File: src/rtl/bus_pkg.sv
// Shared state encoding, default field widths and counter sizing for the serial slave receive path.
package bus_pkg;

  typedef enum logic [2:0] {
    IDLE,
    RX_ADDR,
    RX_DATA,
    WRITE,
    READ,
    DONE
  } state_t;

  localparam int unsigned DEF_ADDR_LEN  = 12;
  localparam int unsigned DEF_DATA_LEN  = 8;
  localparam int unsigned DEF_BURST_LEN = 12;
  localparam int unsigned DEF_MEM_DEPTH = 4096;

  // Bit-counter width large enough to index the longer of the two serial fields.
  function automatic int unsigned cnt_width(input int unsigned a, input int unsigned b);
    int unsigned m;
    m = (a > b) ? a : b;
    return (m < 2) ? 1 : $clog2(m);
  endfunction

endpackage

File: src/rtl/slave_in_port_sipo_shift.sv
// LSB-first serial-in parallel-out register; o_next is the value the register takes on this edge.
module sipo_shift #(
  parameter int unsigned WIDTH = 8
) (
  input  logic             clk,
  input  logic             reset,
  input  logic             i_clr,
  input  logic             i_en,
  input  logic             i_bit,
  output logic [WIDTH-1:0] o_next
);

  logic [WIDTH-1:0] r_q;

  // New bits enter at the MSB so the first bit received ends up in bit 0.
  assign o_next = i_en ? WIDTH'({i_bit, r_q} >> 1) : r_q;

  always_ff @(posedge clk) begin
    if (reset || i_clr) begin
      r_q <= '0;
    end else begin
      r_q <= o_next;
    end
  end

endmodule

File: src/rtl/slave_in_port.sv
// Slave serial receiver: deserialises address/burst/data and issues per-beat memory strobes.
// Optional range check against MEM_DEPTH is enabled by defining SLAVE_ADDR_CHECK_EN.
module slave_in_port
  import bus_pkg::*;
#(
  parameter int unsigned ADDR_LEN  = DEF_ADDR_LEN,
  parameter int unsigned DATA_LEN  = DEF_DATA_LEN,
  parameter int unsigned BURST_LEN = DEF_BURST_LEN,
  parameter int unsigned MEM_DEPTH = DEF_MEM_DEPTH
) (
  input  logic                clk,
  input  logic                reset,
  input  logic                master_valid,
  input  logic                write_en,
  input  logic                read_en,
  input  logic                rx_address,
  input  logic                rx_burst,
  input  logic                rx_data,
  output logic                slave_ready,
  output logic [ADDR_LEN-1:0] mem_addr,
  output logic [DATA_LEN-1:0] mem_wdata,
  output logic                mem_we,
  output logic                mem_re,
  output logic                rx_done,
  output logic                addr_err
);

  localparam int unsigned CNT_W = cnt_width(ADDR_LEN, DATA_LEN);

  state_t               r_state;
  logic [CNT_W-1:0]     r_bit_cnt;
  logic [BURST_LEN-1:0] r_beat;
  logic [BURST_LEN-1:0] r_count;
  logic [ADDR_LEN-1:0]  r_base;
  logic [ADDR_LEN-1:0]  r_mem_addr;
  logic [DATA_LEN-1:0]  r_mem_wdata;
  logic                 r_is_write;
  logic                 r_slave_ready;
  logic                 r_mem_we;
  logic                 r_mem_re;
  logic                 r_rx_done;
  logic                 r_addr_err;

  logic                 w_handshake;
  logic                 w_addr_en;
  logic                 w_burst_en;
  logic                 w_data_en;
  logic                 w_addr_last;
  logic                 w_data_last;
  logic                 w_last_beat;
  logic                 w_range_err;
  logic [ADDR_LEN-1:0]  w_addr_next;
  logic [BURST_LEN-1:0] w_burst_next;
  logic [BURST_LEN-1:0] w_count_next;
  logic [DATA_LEN-1:0]  w_data_next;

  assign w_handshake = (r_state == IDLE) && master_valid && r_slave_ready && (write_en ^ read_en);
  assign w_addr_en   = (r_state == RX_ADDR);
  assign w_burst_en  = (r_state == RX_ADDR) && (32'(r_bit_cnt) < BURST_LEN);
  assign w_data_en   = (r_state == RX_DATA);
  assign w_addr_last = (r_bit_cnt == CNT_W'(ADDR_LEN - 1));
  assign w_data_last = (r_bit_cnt == CNT_W'(DATA_LEN - 1));
  assign w_last_beat = ((r_beat + BURST_LEN'(1)) == r_count);
  assign w_count_next = (w_burst_next == '0) ? BURST_LEN'(1) : w_burst_next;

  sipo_shift #(.WIDTH(ADDR_LEN)) u_addr_sr (
    .clk    (clk),
    .reset  (reset),
    .i_clr  (w_handshake),
    .i_en   (w_addr_en),
    .i_bit  (rx_address),
    .o_next (w_addr_next)
  );

  sipo_shift #(.WIDTH(BURST_LEN)) u_burst_sr (
    .clk    (clk),
    .reset  (reset),
    .i_clr  (w_handshake),
    .i_en   (w_burst_en),
    .i_bit  (rx_burst),
    .o_next (w_burst_next)
  );

  sipo_shift #(.WIDTH(DATA_LEN)) u_data_sr (
    .clk    (clk),
    .reset  (reset),
    .i_clr  (w_handshake),
    .i_en   (w_data_en),
    .i_bit  (rx_data),
    .o_next (w_data_next)
  );

`ifdef SLAVE_ADDR_CHECK_EN
  logic [31:0] w_end;
  assign w_end       = 32'(w_addr_next) + 32'(w_count_next);
  assign w_range_err = (w_end > 32'(MEM_DEPTH));
`else
  assign w_range_err = 1'b0;
`endif

  always_ff @(posedge clk) begin
    if (reset) begin
      r_state       <= IDLE;
      r_bit_cnt     <= '0;
      r_beat        <= '0;
      r_count       <= '0;
      r_base        <= '0;
      r_mem_addr    <= '0;
      r_mem_wdata   <= '0;
      r_is_write    <= 1'b0;
      r_slave_ready <= 1'b1;
      r_mem_we      <= 1'b0;
      r_mem_re      <= 1'b0;
      r_rx_done     <= 1'b0;
      r_addr_err    <= 1'b0;
    end else if ((r_state != IDLE) && !master_valid) begin
      r_state       <= IDLE;
      r_slave_ready <= 1'b1;
      r_mem_we      <= 1'b0;
      r_mem_re      <= 1'b0;
      r_rx_done     <= 1'b0;
      r_addr_err    <= 1'b0;
    end else begin
      r_mem_we   <= 1'b0;
      r_rx_done  <= 1'b0;
      r_addr_err <= 1'b0;
      case (r_state)
        IDLE: begin
          if (w_handshake) begin
            r_state       <= RX_ADDR;
            r_is_write    <= write_en;
            r_bit_cnt     <= '0;
            r_slave_ready <= 1'b0;
          end
        end
        // Strobes are registered one edge early so they are high for the whole WRITE/READ cycle.
        RX_ADDR: begin
          if (w_addr_last) begin
            r_base    <= w_addr_next;
            r_count   <= w_count_next;
            r_beat    <= '0;
            r_bit_cnt <= '0;
            if (w_range_err) begin
              r_state       <= IDLE;
              r_slave_ready <= 1'b1;
              r_addr_err    <= 1'b1;
            end else if (r_is_write) begin
              r_state <= RX_DATA;
            end else begin
              r_state    <= READ;
              r_mem_re   <= 1'b1;
              r_mem_addr <= w_addr_next;
            end
          end else begin
            r_bit_cnt <= r_bit_cnt + CNT_W'(1);
          end
        end
        RX_DATA: begin
          if (w_data_last) begin
            r_state     <= WRITE;
            r_mem_we    <= 1'b1;
            r_mem_wdata <= w_data_next;
            r_mem_addr  <= r_base + ADDR_LEN'(r_beat);
          end else begin
            r_bit_cnt <= r_bit_cnt + CNT_W'(1);
          end
        end
        WRITE: begin
          r_beat    <= r_beat + BURST_LEN'(1);
          r_bit_cnt <= '0;
          if (w_last_beat) begin
            r_state   <= DONE;
            r_rx_done <= 1'b1;
          end else begin
            r_state <= RX_DATA;
          end
        end
        READ: begin
          if (w_last_beat) begin
            r_state   <= DONE;
            r_mem_re  <= 1'b0;
            r_rx_done <= 1'b1;
          end else begin
            r_beat     <= r_beat + BURST_LEN'(1);
            r_mem_addr <= r_base + ADDR_LEN'(r_beat + BURST_LEN'(1));
          end
        end
        DONE: begin
          r_state       <= IDLE;
          r_slave_ready <= 1'b1;
        end
        default: begin
          r_state       <= IDLE;
          r_slave_ready <= 1'b1;
        end
      endcase
    end
  end

  // Gating by master_valid drops a strobe in the very cycle the master abandons the transfer.
  assign slave_ready = r_slave_ready;
  assign mem_addr    = r_mem_addr;
  assign mem_wdata   = r_mem_wdata;
  assign mem_we      = r_mem_we & master_valid;
  assign mem_re      = r_mem_re & master_valid;
  assign rx_done     = r_rx_done & master_valid;
  assign addr_err    = r_addr_err;

endmodule

File: config.mk
export PLATFORM = sky130hd
export DESIGN_NAME = slave_in_port
export DESIGN_NICKNAME = d
export VERILOG_FILES = /design/src/rtl/bus_pkg.sv /design/src/rtl/slave_in_port_sipo_shift.sv /design/src/rtl/slave_in_port.sv
export SDC_FILE = /design/constraint.sdc
export NUM_CORES = 1
export LEC_CHECK = 0
export CAP_MARGIN = 20
export CORE_UTILIZATION = 64
export CTS_CLUSTER_SIZE = 20
export DETAILED_ROUTE_END_ITERATION = 7
export GPL_TIMING_DRIVEN = 0
export PLACE_DENSITY = 0.87
export SLEW_MARGIN = 5
export SYNTH_ARGS = -nofsm -noshare
export SYNTH_HDL_FRONTEND = slang
export SYNTH_SLANG_ARGS = --single-unit
File: constraint.sdc
create_clock -name clk -period 8.9 [get_ports clk]
set_input_delay 0.89 -clock clk [delete_from_list [all_inputs] [get_ports clk]]
set_output_delay 0.89 -clock clk [all_outputs]
set_load 0.03 [all_outputs]
Word-level counts from Yosys, hierarchy flattened
Cells that the tools add are included.
- bits in registers: 100
- bits in latches: 0
- RAM bits: 0
- ROM bits: 0
- bits of input ports: 8
- logic and storage cells: 101
- memories: 0
- add/sub/neg operators: 4
- multiply operators: 0
- div/mod/pow operators: 0
- magnitude comparators: 1
- equal/unequal tests: 14
- shift operators: 0
- multiplexer cells: 31
- bitwise operators: 8
- reduce and logical (&&, ||, !) cells: 28
- operator list (cell ; count):
    two-way mux 12 bit ; 9
    one-hot mux 12 bit (3 select lines) ; 2
    adder 12 bit ; 2
    two-way mux 3 bit ; 6
    one-hot mux 4 bit (4 select lines) ; 1
    AND reduction 4 bit ; 4
    one-hot mux 3 bit (5 select lines) ; 1
    adder 12 x 1 -> 12 bit (second input constant) ; 1
    equality test 12 bit ; 1
    logical NOT 12 bit ; 1
    two-way mux 4 bit ; 3
    inequality test 2 bit (second input constant) ; 6
    AND reduction 3 bit ; 3
    nonzero test 3 bit ; 3
    two-way mux 8 bit ; 1
    equality test 3 x 2 -> 1 bit (second input constant) ; 2
    two-way mux 1 bit ; 6
    AND reduction 6 bit ; 1
    OR reduction 3 bit ; 2
    logical AND 1 bit ; 5
    adder 4 x 1 -> 4 bit (second input constant) ; 1
    equality test 4 x 3 -> 1 bit (second input constant) ; 1
    equality test 4 bit (second input constant) ; 1
    less-than comparator 4 bit (second input constant) ; 1
    15 further kinds ; 22

Logic depth before layout (Yosys ltp)
Gate-level depths: netlist of run 1.
- depth in word-level cells: 6
- mapped depth: 14
- mapped depth without buffers: 13

Modules after synthesis
A second synthesis of run 1 with hierarchy kept.
- cells, all modules: 636
- area total of the unflattened synthesis: 5476.5 um2
- modules (own cells, without submodules) (module ; times used ; cells each ; area each (um2)):
    slave_in_port ; 1 ; 531 ; 4080.2
    sipo_shift at u_addr_sr ... ; 2 ; 39 ; 518.0
    sipo_shift at u_data_sr ; 1 ; 27 ; 360.3

Worst setup path before layout of run 1
OpenSTA, ideal clock, no wires.
- path kind: reg-to-reg
- start point: reg r_state[0]
- end point: reg r_mem_addr[10], in the netlist mem_addr[10]
- arrival: 3021 ps
- required time: 8768 ps
- path slack: 5747 ps
- stages on the path, launching flop included: 15
- buffers on the path: 2
- period minus slack after synthesis: 3153 ps
- cell sequence: dfxtp_1 > clkbuf_1 > nor2_1 > nand2_1 > clkbuf_1 > xnor2_1 > ha_1 > fa_1 > a211oi_1 > o21bai_1 > a31o_2 > a211oi_1 > xnor2_1 > o211ai_1 > a21oi_1
- cells in the longest elaborated chain, start to end: 5
- elaborated cells on any way between the ends: 16
- those cells by class: 7 x eq/ne; 4 x mux; 1 x bitwise; 4 x reduce/logical
- ends and longest elaborated chain (element ; RTL line ; RTL):
    start: declaration ; slave_in_port.sv:30 ; state_t r_state;
    start signal: assignment ; slave_in_port.sv:103 ; r_state <= IDLE;
    start signal: assignment ; slave_in_port.sv:117 ; r_state <= IDLE;
    start signal: assignment ; slave_in_port.sv:130 ; r_state <= RX_ADDR;
    equality test 3 x 1 -> 1 bit ; slave_in_port.sv:58, slave_in_port.sv:127 ;
    two-way mux 12 bit ; slave_in_port_sipo_shift.sv:16 ; assign o_next = i_en ? WIDTH'({i_bit, r_q} >> 1) : r_q;
    two-way mux 12 bit ; slave_in_port.sv:147 ; end else if (r_is_write) begin
    two-way mux 12 bit ; slave_in_port.sv:138 ; if (w_addr_last) begin
    one-hot mux 12 bit (3 select lines) ; slave_in_port.sv:127 ; case (r_state)
    end signal: assignment ; slave_in_port.sv:152 ; r_mem_addr <= w_addr_next;
    end signal: assignment ; slave_in_port.sv:163 ; r_mem_addr <= r_base + ADDR_LEN'(r_beat);
    end signal: assignment ; slave_in_port.sv:185 ; r_mem_addr <= r_base + ADDR_LEN'(r_beat + BURST_LEN'(1));
    end: declaration ; slave_in_port.sv:35 ; logic [ADDR_LEN-1:0] r_mem_addr;
Parallel ways exist; a longest one is shown, timed or not. The select of a mux whose other input is x is not followed.
A chain may end at the register's enable or synchronous reset.

Final worst setup path of run 1
Same ends and word-level chain as after synthesis.

==> reports/results.env, run 1 <==
RUN_STATUS='completed'
SYNTHTOPCELLSBYCOUNT='sky130_fd_sc_hd__dfxtp_1, sky130_fd_sc_hd__nor2_1, sky130_fd_sc_hd__nand2_1'
INSTANCES_NO_FILL=798
ROUTABILITYCONGESTION=0.961
TRITONCTS='yes'
MULTI_INPUT_GATE_AREA_IN_THE_FINAL_LAYOUT_UM2=3090
TIMING.CRITICAL_PATH.BUF_INV=2
SEQ_CELL_AREA_UM2=1980
POSTSYNTH.ASYNCRESETSHARE_PCT=0
SYNTH_TOP_AREA_SHARE_PCT=37.3
CTS_BUFS_INSERTED=9
GRT_START_MAX_NET_PINS=19
POST_SYNTH_MUX_AREA_SHARE_PCT=6.24
TIMING.FINAL.CRIT_PERIOD_PS=4010
DRIVE_ABOVE_1_SHARE_PCT=6.18
POST_DRT_WL_PER_CELL_UM=17.1
FLOORPLAN.DIE.HEIGHT_UM=93.1
SYN_INST=649
DESIGN.FINAL.NETS=716
POSTROUTEWIRELENGTH_UM=13700
CRIT_PATH_START='r_state[0]'
GRT_OVERFLOW_TOTAL=0
GRT_FIRST_PASS_WIRELENGTH_UM=22100
FINALCRITPERIODSHARE_PCT=45.0
FINALMAXSLEWVIOLATIONS=0
YOSYSWARNINGCOUNT=0
SYNTH.MOST_COMMON_CELL='sky130_fd_sc_hd__dfxtp_1'
INITIAL_CORE_UTIL_PCT=67.3
MAIN_COMBINATIONAL_CELL_FAMILY_BY_AREA_AFTER_SYNTHESIS='simple AND/OR/NAND/NOR gates'
ROWS=32
CRITICAL_PATH.REG2REG.ENDPOINT='mem_addr[10]'
FINALPOWER_mW=0.839
CRITICAL-PATH-TOP-DELAY-FAMILY='compound AO/OA/AOI/OAI gates'
SYNTH_REGISTER_BITS=99
CRIT_PATH_MAX_INCR_DELAY_PS=480
POST_CTS.RESIZED_INSTANCES=0
WORSTSETUPENDPOINT='mem_addr[10]'
AVGSYNTHCELLAREA_UM2=8.18
GR-USAGE-ALL-LAYERS_PCT=32.8
HOLDCRITPATHCLASS='flip-flop to flip-flop'
WORST-R2R-SETUP-SLACK_PS=4890
SLOWEST_CP_CELL='sky130_fd_sc_hd__clkbuf_1'
SYNTH_FP_NETS=674
WORSTPATHMAXFANOUT=10
SYNTH_XOR_AREA_SHARE_PCT=5.42
SYNTH-COMPOUND-AREA-SHARE_PCT=20.9
PLACE_HPWL_UM=10100
REPORT.FINAL.SETUP_VIOL=0
CRITICALPATHCATEGORY='flip-flop to flip-flop'
FIN_WORST_HOLD_SLACK_PS=460
RSZ0062_AT_GRT='false'
POSTLAYOUTCOREUTIL_PCT=75.6
AREA_GROWTH_PCT=12.2
TIMING.SETUP.TNS_PS=0
HTREE_LEVELS=3
MAX-CLOCK-PATH-BUFFERS=2
PATH_CLK_SLEW_PS=100
SYNTHDISTINCTLIBCELLS=61
MAX-SLEW-MARGIN-REL_PCT=33.9
STARTPOINT_CLASS='flip-flop'
TOTAL_LEAKAGE_POWER_nW=2.27
CRIT_PATH_CELL_TRACE='clkbuf_1 -> nor2_1 -> nand2_1 -> clkbuf_1 -> xnor2_1 -> ha_1 -> fa_1 -> a211oi_1 -> o21bai_1 -> a31o_2 -> a211oi_1 -> xnor2_1 -> o211ai_1 -> a21oi_1'
POST-CTS-SETUP-BUFFER-COUNT=0
SYNTH_ADDER_AREA_SHARE_PCT=4.15
CELLPOWERDENSITY_nW_PER_UM2=141
DETAIL-ROUTE-ANTENNA-NETS=0
DPL.CELL_COUNT=782
REPORT.FINAL.HOLD_VIOL_COUNT=0
HOLD_BUFFERS=0
DETAILEDROUTE.FIRSTPASSITERATIONCOUNT=5
SYNTH_EDF_COUNT=0
DOMINANTREGCELLSYNTH='sky130_fd_sc_hd__dfxtp_1'
WORST-ENDPOINT-ARRIVAL_PS=4250
WORST_CLOCK_SKEW_PS=9.94
SYNTHDOMINANTAREACELLTYPE='sky130_fd_sc_hd__dfxtp_1'
CRITICAL_PATH_DEPTH=14
PORT_BUFFERS=31
NUM_VIAS=4956
ANTENNA_CELLS_INSERTED=0
CP.REQUIRED_PS=9150
WORSTSKEWPAIRLATENCY_PS=380
MAPPEDNETLISTAREA_UM2=5310
YS_TOP_CELLS_BY_AREA='sky130_fd_sc_hd__dfxtp_1, sky130_fd_sc_hd__mux2i_1, sky130_fd_sc_hd__nor2_1'
CTS_ROOT_BUF='sky130_fd_sc_hd__clkbuf_8'
CRIT_PATH_END_KIND='flip-flop'
BOUNDARYPINS=33
TIMING.MAX_CAP.VIOLATIONS=0
FILL_CELLS=571
WORSTREGTOREGCELLS=14
CTS_NUM_SINKS=99
TIGHTEST_SLEW_PS=992
DIE_OUTLINE_WIDTH_UM=93.1
FLOORPLAN.DIE_AREA_UM2=8670
VIAS_IN_THE_FIRST_GLOBAL_ROUTE=4492
PLACEABLECOREAREA_UM2=7890
SYNTH_SEQ_AREA_SHARE_PCT=37.3
SYNTH_SIMPLE_GATE_AREA_SHARE_PCT=21.4
VIAS_PER_CELL=6.21
ACHIEVABLE-FREQUENCY_MHz=250
DETAIL_ROUTE.ITER0.VIOLATIONS=328
WORST_IR_DROP_VDD_V=0.000114
INITIAL_ANTENNA_VIOLATION_COUNT=0
WORSTREG2REGSTART='r_state[0]'
DRC_MARKERS=0
[worst min path at each step]
stage / slack, ps / from / endpoint / cells past startpoint
2_1_floorplan: 430 / u_data_sr.r_q[1] / mem_wdata[0] / 2
3_3_place_gp: 440 / u_burst_sr.r_q[0] / u_burst_sr.r_q[0] / 2
3_5_place_dp: 450 / mem_wdata[7] / mem_wdata[7] / 2
4_1_cts: 460 / mem_wdata[7] / mem_wdata[7] / 2
5_1_grt: 490 / u_addr_sr.r_q[8] / r_base[7] / 2
6_report: 460 / mem_wdata[7] / mem_wdata[7] / 2
[sequential cells by signal, summed over array words and instances, names as in the netlist]
signal,flops
mem_addr,12
mem_wdata,8
r_base,12
r_beat,12
r_bit_cnt,4
r_count,12
r_is_write,1
r_mem_re,1
r_mem_we,1
r_rx_done,1
r_state,3
slave_ready,1
u_addr_sr.r_q,12
u_burst_sr.r_q,12
u_data_sr.r_q,7
[area by class of cell]
class                   instances  share of cell area, %
plain buffers                  42                   3.21
clock buffers                  10                   2.14
multi-input cells             495                   51.8
inverters                      13                  0.819
well taps                     102                   2.14
clock inverters                 6                   1.39
repair buffers                 31                   5.21
flip-flops and latches         99                   33.3
[metal layers]
metal	wire length [µm]	global-route usage [%]
met5	0	0
met4	229	9.10
met3	1050	6.10
met2	6620	55.8
met1	5770	42.5
[cells in the final DEF, fill, tap and decap left out, types with 6 or more instances in the layout]
cell                              count
sky130_fd_sc_hd__clkdlybuf4s50_1     31
sky130_fd_sc_hd__clkbuf_8             9
sky130_fd_sc_hd__inv_1               13
sky130_fd_sc_hd__o211ai_1             7
sky130_fd_sc_hd__a211oi_1            22
sky130_fd_sc_hd__o22ai_1              9
sky130_fd_sc_hd__xor2_1              14
sky130_fd_sc_hd__buf_2                6
sky130_fd_sc_hd__nand2_1             76
sky130_fd_sc_hd__o21bai_1             6
sky130_fd_sc_hd__dfxtp_1             99
sky130_fd_sc_hd__a311oi_1             6
sky130_fd_sc_hd__nand2b_1            12
sky130_fd_sc_hd__a21oi_1             47
sky130_fd_sc_hd__clkbuf_1            30
sky130_fd_sc_hd__a21o_1               7
sky130_fd_sc_hd__nand3b_1             7
sky130_fd_sc_hd__mux2i_1             32
sky130_fd_sc_hd__and3_1               6
sky130_fd_sc_hd__o21ai_0             29
sky130_fd_sc_hd__a31oi_1              8
sky130_fd_sc_hd__ha_1                16
sky130_fd_sc_hd__nor2_1              83
sky130_fd_sc_hd__nor3_1               8
sky130_fd_sc_hd__xnor2_1             17
sky130_fd_sc_hd__nand3_1             16
[cell families (layout without fill, tap and decap cells)]
| logic type | Yosys count | count (layout) |
|---|---|---|
| adders and majority gates | 17 | 17 |
| AOI/OAI and AO/OA | 170 | 170 |
| buffers and inverters | 55 | 102 |
| xor gates and xnor gates | 32 | 32 |
| other | 1 | 1 |
| and+or+nand+nor | 242 | 242 |
| muxes | 33 | 33 |
| DFF | 99 | 99 |
[where the power goes]
part | leakage (nW) | switching [mW] | internal (mW)
clock | 0.102 | 0.174 | 0.137
combinational | 1.37 | 0.0522 | 0.0276
sequential | 0.798 | 0.00275 | 0.446
total | 2.27 | 0.229 | 0.610
[per-stage QoR]
stage | setup slack (ps) | cell area (µm²)
after floorplan | 5750 | 5310
after global routing | 4690 | 5960
after CTS | 5000 | 5960
after detailed placement | 5090 | 5750
after global placement | 5120 | 5750
final | 4890 | 5960
[worst min-delay path: cells and delay by family, from the launching register on]
kind | cells | cell delay [ps]
compound gates | 1 | 50
flops | 1 | 320
simple gates | 1 | 50
(Power assumes the default switching activity.)
==> inputs of run 2 (changes only) <==
--- a/config.mk
+++ b/config.mk
@@ -6,11 +6,11 @@
 export NUM_CORES = 1
 export LEC_CHECK = 0
 export CAP_MARGIN = 20
-export CORE_UTILIZATION = 64
+export CORE_UTILIZATION = 60
 export CTS_CLUSTER_SIZE = 20
 export DETAILED_ROUTE_END_ITERATION = 7
 export GPL_TIMING_DRIVEN = 0
-export PLACE_DENSITY = 0.87
+export PLACE_DENSITY = 0.82
 export SLEW_MARGIN = 5
 export SYNTH_ARGS = -nofsm -noshare
 export SYNTH_HDL_FRONTEND = slang
==> constraint.sdc (replaced) <==
create_clock -name clk -period 3.7 [get_ports clk]
set_input_delay 0.37 -clock clk [delete_from_list [all_inputs] [get_ports clk]]
set_output_delay 0.37 -clock clk [all_outputs]
set_load 0.03 [all_outputs]
==> run 2 against run 1 <==
Compared with the run above: non-clock buffer count shrank 2; first-iteration DRC count grew 51%; utilization shrank 4.4 points; register-to-register slack lost 4700 ps; largest power group unchanged; clock skew grew 9.5 ps; power grew 140%; sequential share of layout area is essentially flat; critical path depth shrank 1; critical endpoint unchanged; wire length grew 0.98%.
==> reports/results.env, run 2 (same netlist as run 1, synthesis figures left out) <==
BOUNDARYPINS=33
GR-USAGE-ALL-LAYERS_PCT=31.6
CRIT_PATH_MAX_INCR_DELAY_PS=430
INTERNAL_POWER_mW=1.52
WORSTREGTOREGCELLS=13
AREA_GROWTH_PCT=12.3
HOLDPATHEND='mem_wdata[0]'
SLOWEST_CP_CELL='sky130_fd_sc_hd__fa_1'
LAYOUT.CELL_AREA.NON_FILLER_UM2=5960
DETAIL-ROUTE-ANTENNA-NETS=0
PORT_BUFFERS=31
MOSTFREQUENTLAYOUTCELLS='sky130_fd_sc_hd__dfxtp_1, sky130_fd_sc_hd__nor2_1, sky130_fd_sc_hd__nand2_1, sky130_fd_sc_hd__a21oi_1, sky130_fd_sc_hd__mux2i_1'
CRIT_PATH_CELL_TRACE='clkbuf_1 -> nor2_1 -> nand2_2 -> xnor2_1 -> ha_1 -> fa_1 -> a211oi_1 -> o21bai_1 -> a31o_2 -> a211oi_1 -> xnor2_1 -> o211ai_1 -> a21oi_1'
POWER.SWITCHING_FRACTION_PCT=25.5
DIE_OUTLINE_WIDTH_UM=96.1
DESIGN.FINAL.NETS=714
WORST_IR_DROP_VDD_V=0.000276
TIMING.CRITICAL_PATH.BUF_INV=1
PRE_CTS_WS_PS=-149
INITIAL_ANTENNA_VIOLATION_COUNT=0
PWR-SHARE-SEQ_PCT=53.0
REPORT.FINAL.SETUP_VIOL=0
MAX-CLOCK-PATH-BUFFERS=2
CP.REQUIRED_PS=3940
DRIVE_ABOVE_1_SHARE_PCT=6.49
POSTLAYOUTSETUPSLACKWORST_PS=170
POWER.CLOCK.FRACTION_PCT=37.4
POST-CTS-SETUP-BUFFER-COUNT=0
CRITICAL-PATH-TOP-DELAY-FAMILY='compound AO/OA/AOI/OAI gates'
P_SWITCHING_mW=0.519
FINALMAXSLEWVIOLATIONS=0
ANTENNA_CELLS_INSERTED=0
LAYOUT.CELLS.MOST_COMMON='sky130_fd_sc_hd__dfxtp_1'
CRIT_PATH_START='r_state[0]'
WORSTPATHMAXFANOUT=13
PLACEABLECOREAREA_UM2=8380
PLACE_AREA_UM2=5750
FIN_WORST_HOLD_SLACK_PS=462
WORST-ENDPOINT-ARRIVAL_PS=3770
DETAIL_ROUTE.ITER0.VIOLATIONS=495
POST_DRT_WL_PER_CELL_UM=17.3
POSTLAYOUTCOREUTIL_PCT=71.1
WORST_CLOCK_SKEW_PS=19.4
DETAILEDROUTE.FIRSTPASSITERATIONCOUNT=6
DRC_MARKERS=0
CRITICAL_PATH.REG2REG.ENDPOINT='mem_addr[10]'
NUM_VIAS=4925
GRT_FIRST_PASS_WIRELENGTH_UM=21900
CRITICAL_PATH_DEPTH=13
TOTAL_LEAKAGE_POWER_nW=2.27
HTREE_LEVELS=3
HOLDCRITPATHCLASS='flip-flop to flip-flop'
GRT_START_MAX_NET_PINS=17
TIMING.MAX_CAP.VIOLATIONS=0
TRITONCTS='yes'
WORSTSKEWPAIRLATENCY_PS=370
ROWS=33
ROUTABILITYCONGESTION=0.968
WORST_HOLD_PATH.NUM_CELLS=2
FINALCRITPERIODSHARE_PCT=95.4
ACHIEVABLE-FREQUENCY_MHz=283
INITIAL_CORE_UTIL_PCT=63.4
CTS_BUFS_INSERTED=9
CELLPOWERDENSITY_nW_PER_UM2=342
COMB_POWER_SHARE_PCT=9.6
RUN_STATUS='completed'
MAX-SLEW-MARGIN-REL_PCT=32.6
GRT_OVERFLOW_TOTAL=0
STARTPOINT_CLASS='flip-flop'
PATH_CLK_SLEW_PS=100
PLACE_HPWL_UM=10400
VIAS_IN_THE_FIRST_GLOBAL_ROUTE=4391
CTS_NUM_SINKS=99
VIAS_PER_CELL=6.17
FINALPOWER_mW=2.04
REPORT.FINAL.HOLD_VIOL_COUNT=0
HOLD_BUFFERS=0
FLOORPLAN.DIE_AREA_UM2=9230
TIGHTEST_SLEW_PS=1010
WORST-R2R-SETUP-SLACK_PS=170
CTS_ROOT_BUF='sky130_fd_sc_hd__clkbuf_8'
CRITICALPATHCATEGORY='flip-flop to flip-flop'
TIMING.FINAL.CRIT_PERIOD_PS=3530
CRIT_PATH_END_KIND='flip-flop'
WORSTHOLDSTART='u_data_sr.r_q[1]'
RSZ0062_AT_GRT='false'
WORSTREG2REGSTART='r_state[0]'
POSTROUTEWIRELENGTH_UM=13800
FLOORPLAN.DIE.HEIGHT_UM=96.1
-- run 2: final cells by class --
class | instances | area (µm²)
multi-input combinational | 495 | 3090
fill | 717 | 2420
sequential | 99 | 1980
timing repair buffer | 31 | 310
buffer | 40 | 184
tap | 105 | 131
clock buffer | 9 | 124
clock inverter | 6 | 88.8
inverter | 13 | 48.8
-- run 2: per-layer routing --
| layer | up-vias | track usage [%] | part of all wire (%) |
|---|---|---|---|
| met1 | 2311 | 44.1 | 46 |
| met5 | - | 0 | 0 |
| met3 | 23 | 6.71 | 7.5 |
| li1 | 2381 | - | - |
| met2 | 210 | 48.3 | 44 |
| met4 | 0 | 10.2 | 2.4 |
-- run 2: worst reg2reg max path, stage by stage (launching register included) --
cell	delay, ps
sky130_fd_sc_hd__dfxtp_1	370
sky130_fd_sc_hd__clkbuf_1	370
sky130_fd_sc_hd__nor2_1	160
sky130_fd_sc_hd__nand2_2	290
sky130_fd_sc_hd__xnor2_1	150
sky130_fd_sc_hd__ha_1	240
sky130_fd_sc_hd__fa_1	430
sky130_fd_sc_hd__a211oi_1	340
sky130_fd_sc_hd__o21bai_1	170
sky130_fd_sc_hd__a31o_2	290
sky130_fd_sc_hd__a211oi_1	240
sky130_fd_sc_hd__xnor2_1	110
sky130_fd_sc_hd__o211ai_1	160
sky130_fd_sc_hd__a21oi_1	80
-- run 2: worst max-delay path by stage --
| stage | endpoint | slack [ps] |
|---|---|---|
| after floorplan | mem_addr[10] | 550 |
| after global placement | mem_addr[10] | -160 |
| after detailed placement | mem_addr[10] | -150 |
| after CTS | mem_addr[10] | 40 |
| after global routing | mem_addr[11] | 4 |
| final | mem_addr[10] | 170 |
-- run 2: metrics by stage --
step | TNS [ps] | cells
3_3_place_gp | -189 | 785
5_1_grt | 0 | 798
4_1_cts | 0 | 799
6_report | 0 | 798
2_1_floorplan | 0 | 649
3_5_place_dp | -216 | 785
-- run 2: power groups by stage --
stage | Clock [mW] | Sequential [mW] | Combinational, mW
4_1_cts | 0.768 | 1.08 | 0.191
2_1_floorplan | 0 | 1.11 | 0.127
6_report | 0.763 | 1.08 | 0.195
3_5_place_dp | 0 | 1.10 | 0.191
5_1_grt | 0.814 | 1.08 | 0.209
3_3_place_gp | 0 | 1.10 | 0.186
-- run 2: what timing repair did --
action,CTS,global route
pin swaps,0,0
gates resized for setup,0,2
setup endpoints to repair,5,4
